**src/rtl/wb_trace_buffer.sv**
```systemverilog
// Write-back trace buffer: captures architectural register writes from MEM/WB
// into a small FIFO with cycle stamps, drained by a debug consumer.
module wb_trace_buffer #(
    parameter int unsigned DEPTH   = 8,
    parameter int unsigned STAMP_W = 16
) (
    input  logic                         clk,
    input  logic                         rst,
    input  logic                         wb_wreg,
    input  logic                         wb_m2reg,
    input  logic [31:0]                  wb_alu_result,
    input  logic [31:0]                  wb_mem_data,
    input  logic [4:0]                   wb_write_reg_num,
    input  logic                         trace_en,
    input  logic                         clear_ovf,
    output logic                         out_valid,
    input  logic                         out_ready,
    output logic [4:0]                   out_reg_num,
    output logic [31:0]                  out_data,
    output logic [STAMP_W-1:0]           out_stamp,
    output logic [$clog2(DEPTH):0]       level,
    output logic                         overflow,
    output logic [7:0]                   drop_count
);

    localparam int unsigned AW = $clog2(DEPTH);
    localparam int unsigned LW = AW + 1;

    typedef struct packed {
        logic [4:0]         reg_num;
        logic [31:0]        data;
        logic [STAMP_W-1:0] stamp;
    } entry_t;

    entry_t               mem [DEPTH];
    logic [AW-1:0]        rd_ptr;
    logic [AW-1:0]        wr_ptr;
    logic [STAMP_W-1:0]   stamp;

    logic cap_c;
    logic pop_c;
    logic full_c;
    logic push_c;
    logic drop_c;
    entry_t cap_entry_c;

    // Capture qualification mirrors the register-file write port
    always_comb begin
        cap_c  = trace_en & wb_wreg & (wb_write_reg_num != 5'd0);
        pop_c  = out_valid & out_ready;
        full_c = (level == LW'(DEPTH));
        push_c = cap_c & (~full_c | pop_c);
        drop_c = cap_c & full_c & ~pop_c;
        cap_entry_c.reg_num = wb_write_reg_num;
        cap_entry_c.data    = wb_m2reg ? wb_mem_data : wb_alu_result;
        cap_entry_c.stamp   = stamp;
    end

    // Storage needs no reset; entries are qualified by level
    always_ff @(posedge clk) begin
        if (!rst && push_c) begin
            mem[wr_ptr] <= cap_entry_c;
        end
    end

    always_ff @(posedge clk) begin
        if (rst) begin
            rd_ptr     <= '0;
            wr_ptr     <= '0;
            level      <= '0;
            stamp      <= '0;
            overflow   <= 1'b0;
            drop_count <= 8'd0;
        end else begin
            stamp <= stamp + STAMP_W'(1);
            if (push_c) begin
                wr_ptr <= wr_ptr + AW'(1);
            end
            if (pop_c) begin
                rd_ptr <= rd_ptr + AW'(1);
            end
            if (push_c && !pop_c) begin
                level <= level + LW'(1);
            end else if (pop_c && !push_c) begin
                level <= level - LW'(1);
            end
            // A drop in the same cycle as a clear leaves a single counted drop
            if (drop_c) begin
                overflow <= 1'b1;
                if (clear_ovf) begin
                    drop_count <= 8'd1;
                end else if (drop_count != 8'hFF) begin
                    drop_count <= drop_count + 8'd1;
                end
            end else if (clear_ovf) begin
                overflow   <= 1'b0;
                drop_count <= 8'd0;
            end
        end
    end

    // First-word-fall-through head from registered state only
    always_comb begin
        out_valid   = (level != LW'(0));
        out_reg_num = mem[rd_ptr].reg_num;
        out_data    = mem[rd_ptr].data;
        out_stamp   = mem[rd_ptr].stamp;
    end

endmodule

```
**config.mk**
```make
export PLATFORM = sky130hd
export DESIGN_NAME = wb_trace_buffer
export DESIGN_NICKNAME = d
export VERILOG_FILES = /design/src/rtl/wb_trace_buffer.sv
export SDC_FILE = /design/constraint.sdc
export NUM_CORES = 1
export LEC_CHECK = 0
export CAP_MARGIN = 20
export CORE_UTILIZATION = 40
export CTS_BUF_LIST = sky130_fd_sc_hd__clkbuf_2
export DETAILED_ROUTE_END_ITERATION = 16
export PLACE_DENSITY_LB_ADDON = 0.08
export REMOVE_ABC_BUFFERS = 1
export SETUP_SLACK_MARGIN = 0.15
export SYNTH_ARGS = -nofsm -noshare
export SYNTH_HDL_FRONTEND = slang
export SYNTH_SLANG_ARGS = --single-unit
```
**constraint.sdc**
```tcl
create_clock -name clk -period 12.7 [get_ports clk]
set_input_delay 1.905 -clock clk [delete_from_list [all_inputs] [get_ports clk]]
set_output_delay 1.905 -clock clk [all_outputs]
set_load 0.01 [all_outputs]
```
==> impl_metrics.env, run 1 <==
export IMPL_grt_pass1_wl_um=58400
export IMPL_die_y_um=215
export IMPL_cts_tree="built"
export IMPL_cpLargestDelayFamily="buffers and inverters"
export IMPL_power_leakage_nw=6.84
export IMPL_firstDrtPassIters=5
export IMPL_crit_path_max_fanout=40
export IMPL_timing_rr_start="level[0]$_SDFFE_PP0P_"
export IMPL_min_from="drop_count[7]$_SDFFE_PP0P_"
export IMPL_dieArea_mm2=0.0460
export IMPL_crit_type="flip-flop to primary output"
export IMPL_reg2reg_setup_slack_ns=9.37
export IMPL_place_congestion=0.730
export IMPL_antenna_found_initial=1
export IMPL_synth_seq_area_share_pct=74.7
export IMPL_holdBufCountCts=0
export IMPL_skew_ns=0.0651
export IMPL_multi_input_area_mm2=0.00443
export IMPL_post_route_min_period_ns=5.93
export IMPL_tightest_slew_ns=1.03
export IMPL_vias=9004
export IMPL_cts_root_buf="clkbuf_2"
export IMPL_endpoint_kind="primary output"
export IMPL_r2r_end="level[3]$_SDFFE_PP0P_"
export IMPL_routedWlPerCell_um=21.2
export IMPL_ys_flop_type="edfxtp_1"
export IMPL_synth_edf_count=424
export IMPL_post_cts_buffers=0
export IMPL_antenna_left=0
export IMPL_num_io_pins=143
export IMPL_ys_ff_latch=462
export IMPL_clk_pin_slew_ns=0.10
export IMPL_cts_max_path_buffers=3
export IMPL_drc=0
export IMPL_wl_um=37600
export IMPL_dieWidth_um=215
export IMPL_final_max_slew_violation_count=0
export IMPL_worstPathRequired_ns=10.80
export IMPL_cp_start_kind="flip-flop"
export IMPL_drtIter0Drc=362
export IMPL_crit_path_max_incr_delay_ns=0.78
export IMPL_dpl_hpwl_um=19200
export IMPL_fin_crit_sh_pct=46.7
export IMPL_fmax_mhz=169
export IMPL_clock_sinks=462
export IMPL_nNetsFinal=1181
export IMPL_worstSkewPairLatency_ns=1.06
export IMPL_rows=77
export IMPL_critPathArrivalTime_ns=4.02
export IMPL_synth_avg_cell_area_um2=21.0
export IMPL_fillers=3769
export IMPL_setup_tns_ns=0
export IMPL_ys_warn_count=0
export IMPL_post_drt_via_cell_ratio=5.08
export IMPL_synth_async_reset_ratio_pct=0
export IMPL_slew_headroom_pct=31.5
export IMPL_rsz0062_at_grt="no"
export IMPL_drv_cap=0
export IMPL_syn_inst=860
export IMPL_cts_resized=0
export IMPL_synth_distinct_cells=48
export IMPL_numCtsBuffers=116
export IMPL_core_mm2=0.0444
export IMPL_track_usage_pct=17.0
export IMPL_dp_slack_ns=7.09
export IMPL_grt_overflow=0
export IMPL_syn_area_mm2=0.0181
export IMPL_status="finished clean"
export IMPL_crit_slowest_cell="buf_4"
export IMPL_hold_path_endpoint="drop_count[7]$_SDFFE_PP0P_"
export IMPL_ir_drop_mv=0.0980
export IMPL_p_per_area_mw_per_mm2=164
export IMPL_fin_ws_ns=6.77
export IMPL_regArea_mm2=0.0135
export IMPL_grt_max_degree=55
export IMPL_rr_worst_depth=10
export IMPL_grt_pass1_vias=9940
export IMPL_drive_gt1_share_pct=35.3
export IMPL_min_path_type="flip-flop to flip-flop"
export IMPL_syn_to_final_growth_pct=18.0
export IMPL_worstHoldPathCells=2
export IMPL_cts_max_level=3
export IMPL_setup_viol=0
export IMPL_io_buffers=142
export IMPL_hold_violations=0
export IMPL_cp_cell_sequence="buf_4, mux4_2, mux2_2, clkdlybuf4s50_1"
export IMPL_start_util_pct=40.7
export IMPL_critical_path_buf_inv_count=2
registers in the layout, indices dropped and copies added, names as in the netlist, named ones only:
| register | cells |
|---|---|
| mem | 424 |
| stamp | 16 |
| drop_count | 8 |
| level | 4 |
| rd_ptr | 3 |
| wr_ptr | 3 |
| overflow | 1 |
tightest hold or removal path, cell delays in order (launching register included):
cell and delay (ns):
dfxtp_1 0.36, nand2_1 0.07, mux2i_1 0.05
metal layers:
layer | part of all wire [%] | GRT usage [%] | up-vias | wire (µm)
li1 | - | - | 4113 | -
met2 | 48 | 27.6 | 206 | 18200
met5 | 0 | 0 | - | 0
met4 | 1.5 | 6.45 | 0 | 577
met3 | 4.7 | 4.04 | 43 | 1770
met1 | 45 | 22.4 | 4642 | 17100
cells in the final DEF, fill, tap and decap left out, drive strengths merged, types with 7 or more instances in the layout:
cell | netlist | routed
inv | 6 | 8
clkinv | 0 | 14
nor4 | 7 | 7
nor2 | 30 | 30
nand2 | 11 | 11
clkdlybuf4s50 | 0 | 141
mux4 | 106 | 106
dfxtp | 38 | 38
or3 | 8 | 8
clkbuf | 23 | 181
a21oi | 9 | 9
buf | 18 | 19
nor3 | 8 | 8
ha | 7 | 7
xnor2 | 9 | 9
nand3 | 13 | 13
edfxtp | 424 | 424
mux2 | 86 | 86
final cells by class:
type                       instances  area share, %
sequential                       462           63.3
multi-input combinational        351           20.8
timing repair buffer             160           7.28
clock buffer                     181           4.25
tap                              592           3.47
clock inverter                    21          0.781
inverter                           6          0.106
antenna                            1         0.0117
worst max path at each step:
stage / cells after the start / endpoint / slack [ns] / startpoint
2_1_floorplan: 4 / mem[0][0]$_DFFE_PP_ / 4.34 / wb_write_reg_num[3]
3_3_place_gp: 11 / level[3]$_SDFFE_PP0P_ / 7.16 / wb_write_reg_num[0]
3_5_place_dp: 11 / level[3]$_SDFFE_PP0P_ / 7.09 / wb_write_reg_num[0]
4_1_cts: 4 / out_data[23] / 6.48 / flip-flop
5_1_grt: 4 / out_data[13] / 6.38 / flip-flop
6_report: 4 / out_data[23] / 6.77 / flip-flop
cell usage after synthesis (2+ instances only):
library cell / instances / area [µm²]
buf_1: 7 / 26.3
dfxtp_1: 38 / 761
or2_2: 2 / 12.5
and4_1: 2 / 17.5
nor3_1: 8 / 40.0
inv_1: 6 / 22.5
mux4_2: 106 / 2390
nand2b_1: 2 / 12.5
o31ai_1: 2 / 15.0
nand3_1: 13 / 65.1
a31oi_1: 3 / 18.8
edfxtp_1: 424 / 12700
nor2_1: 30 / 113
or4_1: 4 / 30.0
nor2b_1: 2 / 12.5
ha_1: 7 / 87.6
xor2_1: 6 / 52.6
nor4_1: 7 / 43.8
nand2_1: 11 / 41.3
buf_2: 10 / 50.1
and3_1: 2 / 12.5
mux2_2: 86 / 968
xnor2_1: 9 / 78.8
mux2i_1: 6 / 60.1
o21ai_0: 3 / 15.0
nand4_1: 5 / 31.3
clkbuf_1: 23 / 86.3
a21oi_1: 9 / 45.0
or3_1: 8 / 50.1
report_power, final:
group	switching (W)	leakage [nW]	internal (W)
Combinational	0.000292	1.85	0.000451
Sequential	0.0000606	4.16	0.00168
Clock	0.000571	0.827	0.000433
logic make-up after synthesis:
kind of cell | share of synthesized area (%)
AO/OA/AOI/OAI | 1.06
XOR/XNOR | 0.727
adder cells (fa/ha/maj) | 0.595
buffers and inverters | 1.09
flip-flops | 74.7
multiplexers | 18.9
AND/OR/NAND/NOR | 2.96
per-stage QoR:
stage	instances	power, W	hold slack [ns]	util [%]	area (µm²)
6_report	1774	0.00349	0.515	48.0	21300
5_1_grt	1774	0.00369	0.547	48.0	21300
4_1_cts	1773	0.00357	0.520	48.0	21300
3_5_place_dp	1571	0.00255	0.502	45.6	20200
3_3_place_gp	1571	0.00255	0.500	45.6	20200
2_1_floorplan	819	0.00231	0.474	-	17900
Note: power is estimated with default switching activity, not from simulation.
==> inputs of run 2 (changes only) <==
==> constraint.sdc (replaced) <==
create_clock -name clk -period 5.95 [get_ports clk]
set_input_delay 0.8925 -clock clk [delete_from_list [all_inputs] [get_ports clk]]
set_output_delay 0.8925 -clock clk [all_outputs]
set_load 0.01 [all_outputs]
==> impl_metrics.env, run 2 (synthesis gave the netlist of run 1 again) <==
export IMPL_critPathArrivalTime_ns=3.64
export IMPL_numCtsBuffers=117
export IMPL_dpl_instance_area_mm2=0.0203
export IMPL_cpLargestDelayFamily="buffers and inverters"
export IMPL_worstPathRequired_ns=5.06
export IMPL_cts_resized=0
export IMPL_holdBufCountCts=0
export IMPL_ir_drop_mv=0.193
export IMPL_drc=0
export IMPL_drive_gt1_share_pct=34.9
export IMPL_swShare_pct=26.6
export IMPL_drv_cap=0
export IMPL_crit_path_max_incr_delay_ns=0.65
export IMPL_tightest_slew_ns=0.971
export IMPL_skew_ns=0.0651
export IMPL_cp_cell_sequence="buf_4, mux4_2, mux2_2, clkdlybuf4s50_1"
export IMPL_fmax_mhz=221
export IMPL_largest_register="mem"
export IMPL_power_frac_comb_pct=21.9
export IMPL_grt_pass1_vias=9883
export IMPL_post_drt_via_cell_ratio=5.12
export IMPL_switching_power_w=0.00197
export IMPL_core_mm2=0.0444
export IMPL_crit_path_max_fanout=28
export IMPL_worstSkewPairLatency_ns=1.01
export IMPL_vias=9078
export IMPL_setup_viol=0
export IMPL_endpoint_kind="primary output"
export IMPL_dieArea_mm2=0.0460
export IMPL_cp_start_kind="flip-flop"
export IMPL_critical_path_buf_inv_count=2
export IMPL_fin_crit_sh_pct=76.2
export IMPL_antenna_found_initial=1
export IMPL_status="finished clean"
export IMPL_final_max_slew_violation_count=0
export IMPL_fillers=3785
export IMPL_pwr_share_clk_pct=28.0
export IMPL_rsz0062_at_grt="no"
export IMPL_top_regs="mem: 424 flops, stamp: 16 flops, drop_count: 8 flops"
export IMPL_slew_headroom_pct=34.9
export IMPL_hold_slack_ns=0.526
export IMPL_num_io_pins=143
export IMPL_place_congestion=0.716
export IMPL_firstDrtPassIters=6
export IMPL_cts_tree="built"
export IMPL_crit_type="flip-flop to primary output"
export IMPL_power_leakage_nw=6.83
export IMPL_clock_sinks=462
export IMPL_routedWlPerCell_um=20.7
export IMPL_p_per_area_mw_per_mm2=348
export IMPL_regArea_mm2=0.0135
export IMPL_internal_power_w=0.00543
export IMPL_cts_max_level=3
export IMPL_largest_reg_flops=424
export IMPL_final_common_cell="edfxtp_1"
export IMPL_drtIter0Drc=498
export IMPL_wl_um=36700
export IMPL_post_route_min_period_ns=4.53
export IMPL_mostFrequentLayoutCells="edfxtp_1 (424), clkbuf_2 (177), clkdlybuf4s50_1 (141), mux4_2 (106), mux2_2 (86)"
export IMPL_post_cts_buffers=0
export IMPL_rows=77
export IMPL_grt_overflow=0
export IMPL_dieWidth_um=215
export IMPL_final_area_mm2=0.0213
export IMPL_grt_pass1_wl_um=56900
export IMPL_hold_violations=0
export IMPL_dpl_hpwl_um=19500
export IMPL_min_path_type="flip-flop to flip-flop"
export IMPL_crit_slowest_cell="dfxtp_4"
export IMPL_antenna_left=0
export IMPL_io_buffers=142
export IMPL_finalNonFillerCells=1772
export IMPL_cts_max_path_buffers=3
export IMPL_grt_max_degree=61
export IMPL_syn_to_final_growth_pct=17.9
export IMPL_track_usage_pct=16.3
export IMPL_die_y_um=215
export IMPL_clk_pin_slew_ns=0.10
export IMPL_place_inst=1571
export IMPL_nNetsFinal=1182
export IMPL_pwr_share_seq_pct=50.1
export IMPL_start_util_pct=40.7
export IMPL_cts_root_buf="clkbuf_2"
export IMPL_multi_input_area_mm2=0.00443
-- run 2: layout make-up --
cell class / count / area share [%]
timing repair buffer: 160 / 7.46
multi-input combinational: 351 / 20.8
inverter: 6 / 0.106
antenna: 1 / 0.0117
tap: 592 / 3.48
clock inverter: 23 / 0.669
sequential: 462 / 63.3
clock buffer: 177 / 4.16
-- run 2: stage by stage --
step           total power [W]  TNS, ns  worst slack (ns)  util, %
5_1_grt                0.00783        0              1.10     48.0
2_1_floorplan          0.00493  -144.97             -1.39        -
3_3_place_gp           0.00545        0              1.48     45.7
6_report               0.00741        0              1.42     48.0
4_1_cts                0.00757        0              1.16     48.0
3_5_place_dp           0.00545        0              1.34     45.7
-- run 2: final timing paths --
check	start	cells past startpoint	end	slack, ns
worst max-delay path	flip-flop	4	out_stamp[12]	1.42
worst min-delay path	drop_count[7]$_SDFFE_PP0P_	2	drop_count[7]$_SDFFE_PP0P_	0.53
worst max register to register	level[0]$_SDFFE_PP0P_	5	mem[2][36]$_DFFE_PP_	2.62
worst min register to register	drop_count[7]$_SDFFE_PP0P_	2	drop_count[7]$_SDFFE_PP0P_	0.53
-- run 2: per-layer routing --
metal / wire (µm) / vias to the layer above / share of wire, % / global-route usage (%)
li1: - / 4117 / - / -
met1: 16400 / 4689 / 45 / 21.1
met2: 17800 / 212 / 49 / 26.4
met3: 1750 / 60 / 4.8 / 3.94
met4: 677 / 0 / 1.8 / 6.60
met5: 0 / - / 0 / 0
-- run 2: worst min-delay path, delay by kind of cell (launching register included) --
kind | cells | cell delay [ns]
DFF | 1 | 0.36
muxes | 1 | 0.06
and+or+nand+nor | 1 | 0.07
-- run 2: power by group through the flow --
stage / Clock [W] / Sequential (W) / Combinational (W)
after global routing: 0.00234 / 0.00373 / 0.00176
after global placement: 0 / 0.00379 / 0.00166
after detailed placement: 0 / 0.00379 / 0.00166
final: 0.00207 / 0.00371 / 0.00162
after CTS: 0.00218 / 0.00372 / 0.00167
after floorplan: 0 / 0.00390 / 0.00103
==> inputs of run 3 (changes only) <==
==> constraint.sdc (replaced) <==
create_clock -name clk -period 4.6 [get_ports clk]
set_input_delay 0.69 -clock clk [delete_from_list [all_inputs] [get_ports clk]]
set_output_delay 0.69 -clock clk [all_outputs]
set_load 0.01 [all_outputs]
==> impl_metrics.env, run 3 (synthesis gave the netlist of run 1 again) <==
export IMPL_post_route_min_period_ns=4.07
export IMPL_top_regs="mem: 424 flops, stamp: 16 flops, drop_count: 8 flops"
export IMPL_routedWlPerCell_um=20.8
export IMPL_final_max_slew_violation_count=0
export IMPL_track_usage_pct=16.6
export IMPL_cp_start_kind="flip-flop"
export IMPL_post_drt_via_cell_ratio=5.11
export IMPL_largest_reg_flops=424
export IMPL_worstSkewPairLatency_ns=1.03
export IMPL_rows=77
export IMPL_drive_gt1_share_pct=35.5
export IMPL_dieWidth_um=215
export IMPL_dieArea_mm2=0.0460
export IMPL_finalNonFillerCells=1781
export IMPL_core_mm2=0.0444
export IMPL_hold_violations=0
export IMPL_dp_slack_ns=0.748
export IMPL_dpl_instance_area_mm2=0.0204
export IMPL_die_y_um=215
export IMPL_crit_end="out_stamp[5]"
export IMPL_start_util_pct=40.7
export IMPL_grt_pass1_wl_um=57600
export IMPL_tightest_slew_ns=0.808
export IMPL_antenna_left=0
export IMPL_rsz0062_at_grt="no"
export IMPL_place_congestion=0.736
export IMPL_hold_slack_ns=0.448
export IMPL_final_area_mm2=0.0214
export IMPL_crit_path_max_incr_delay_ns=0.81
export IMPL_power_leakage_nw=6.89
export IMPL_syn_to_final_growth_pct=18.7
export IMPL_fmax_mhz=246
export IMPL_grt_pass1_vias=10000
export IMPL_cts_resized=0
export IMPL_reg2reg_setup_slack_ns=1.39
export IMPL_rr_worst_depth=10
export IMPL_fin_ws_ns=0.535
export IMPL_numCtsBuffers=116
export IMPL_place_inst=1576
export IMPL_timing_rr_start="level[0]$_SDFFE_PP0P_"
export IMPL_final_common_cell="edfxtp_1"
export IMPL_firstDrtPassIters=4
export IMPL_nNetsFinal=1187
export IMPL_largest_register="mem"
export IMPL_critPathArrivalTime_ns=3.38
export IMPL_cts_max_level=3
export IMPL_num_io_pins=143
export IMPL_fin_crit_sh_pct=88.4
export IMPL_vias=9097
export IMPL_antenna_found_initial=1
export IMPL_drc=0
export IMPL_drtIter0Drc=490
export IMPL_cts_root_buf="clkbuf_2"
export IMPL_crit_slowest_cell="dfxtp_4"
export IMPL_slew_headroom_pct=46.2
export IMPL_p_per_area_mw_per_mm2=449
export IMPL_dpl_hpwl_um=19900
export IMPL_endpoint_kind="primary output"
export IMPL_cts_max_path_buffers=3
export IMPL_clock_sinks=462
export IMPL_crit_type="flip-flop to primary output"
export IMPL_ir_drop_mv=0.324
export IMPL_io_buffers=142
export IMPL_crit_path_max_fanout=40
export IMPL_final_util_pct=48.3
export IMPL_r2r_end="level[3]$_SDFFE_PP0P_"
export IMPL_clk_pin_slew_ns=0.10
export IMPL_wl_um=37000
export IMPL_status="finished clean"
export IMPL_grt_max_degree=54
export IMPL_drv_cap=0
export IMPL_min_path_type="primary input to flip-flop"
export IMPL_cp_cell_sequence="buf_4, mux4_2, mux2_2, clkdlybuf4s50_1"
export IMPL_mostFrequentLayoutCells="edfxtp_1 (424), clkbuf_2 (178), clkdlybuf4s50_1 (141), mux4_2 (106), mux2_2 (86)"
export IMPL_setup_viol=0
export IMPL_worstPathRequired_ns=3.91
export IMPL_cts_tree="built"
export IMPL_skew_ns=0.0423
export IMPL_grt_overflow=0
-- run 3: per-layer routing --
metal  up-vias  track usage (%)  wire length [µm]
met5         -                0                 0
met4         0             6.71               684
met1      4694             21.5             16700
met3        46             3.96              1650
met2       218             26.9             17900
li1       4139                -                 -
-- run 3: timing repair --
action,in CTS,in global routing
buffers inserted,1,0
endpoints found under the setup margin,1,0
hold buffers,0,0
-- run 3: layout make-up --
type | instances | area (µm²)
clock buffers | 178 | 891
well taps | 592 | 741
repair buffers | 166 | 1730
clock inverters | 25 | 126
fillers | 3771 | 23000
diodes | 1 | 2.50
flip-flops and latches | 462 | 13500
inverters | 6 | 22.5
multi-input cells | 351 | 4430
-- run 3: stage by stage --
step                power [W]  TNS (ns)
floorplan             0.00637   -521.08
global placement      0.00710         0
detailed placement    0.00710         0
CTS                   0.00983         0
global route           0.0102         0
finish                0.00963         0
-- run 3: power by group --
part	leakage, nW	internal [W]	switching (W)
logic	1.91	0.00131	0.000880
registers	4.16	0.00465	0.000135
clock network	0.814	0.00107	0.00158
total	6.89	0.00704	0.00259
-- run 3: how the worst min path moves through the flow --
stage                                 from                endpoint  cells after the start
CTS                         wb_mem_data[4]    mem[4][20]$_DFFE_PP_                      2
finish                 wb_write_reg_num[4]    mem[5][52]$_DFFE_PP_                      1
global placement    rd_ptr[2]$_SDFFE_PP0P_               flip-flop                      2
floorplan           wr_ptr[0]$_SDFFE_PP0N_  wr_ptr[0]$_SDFFE_PP0N_                      2
global route                wb_mem_data[4]    mem[7][20]$_DFFE_PP_                      2
detailed placement  rd_ptr[2]$_SDFFE_PP0P_               flip-flop                      2
-- run 3: critical path, delay by kind of cell (launching register included) --
| family | cells | cell delay [ns] |
|---|---|---|
| buffers and inverters | 2 | 0.92 |
| DFF | 1 | 0.81 |
| muxes | 2 | 0.62 |
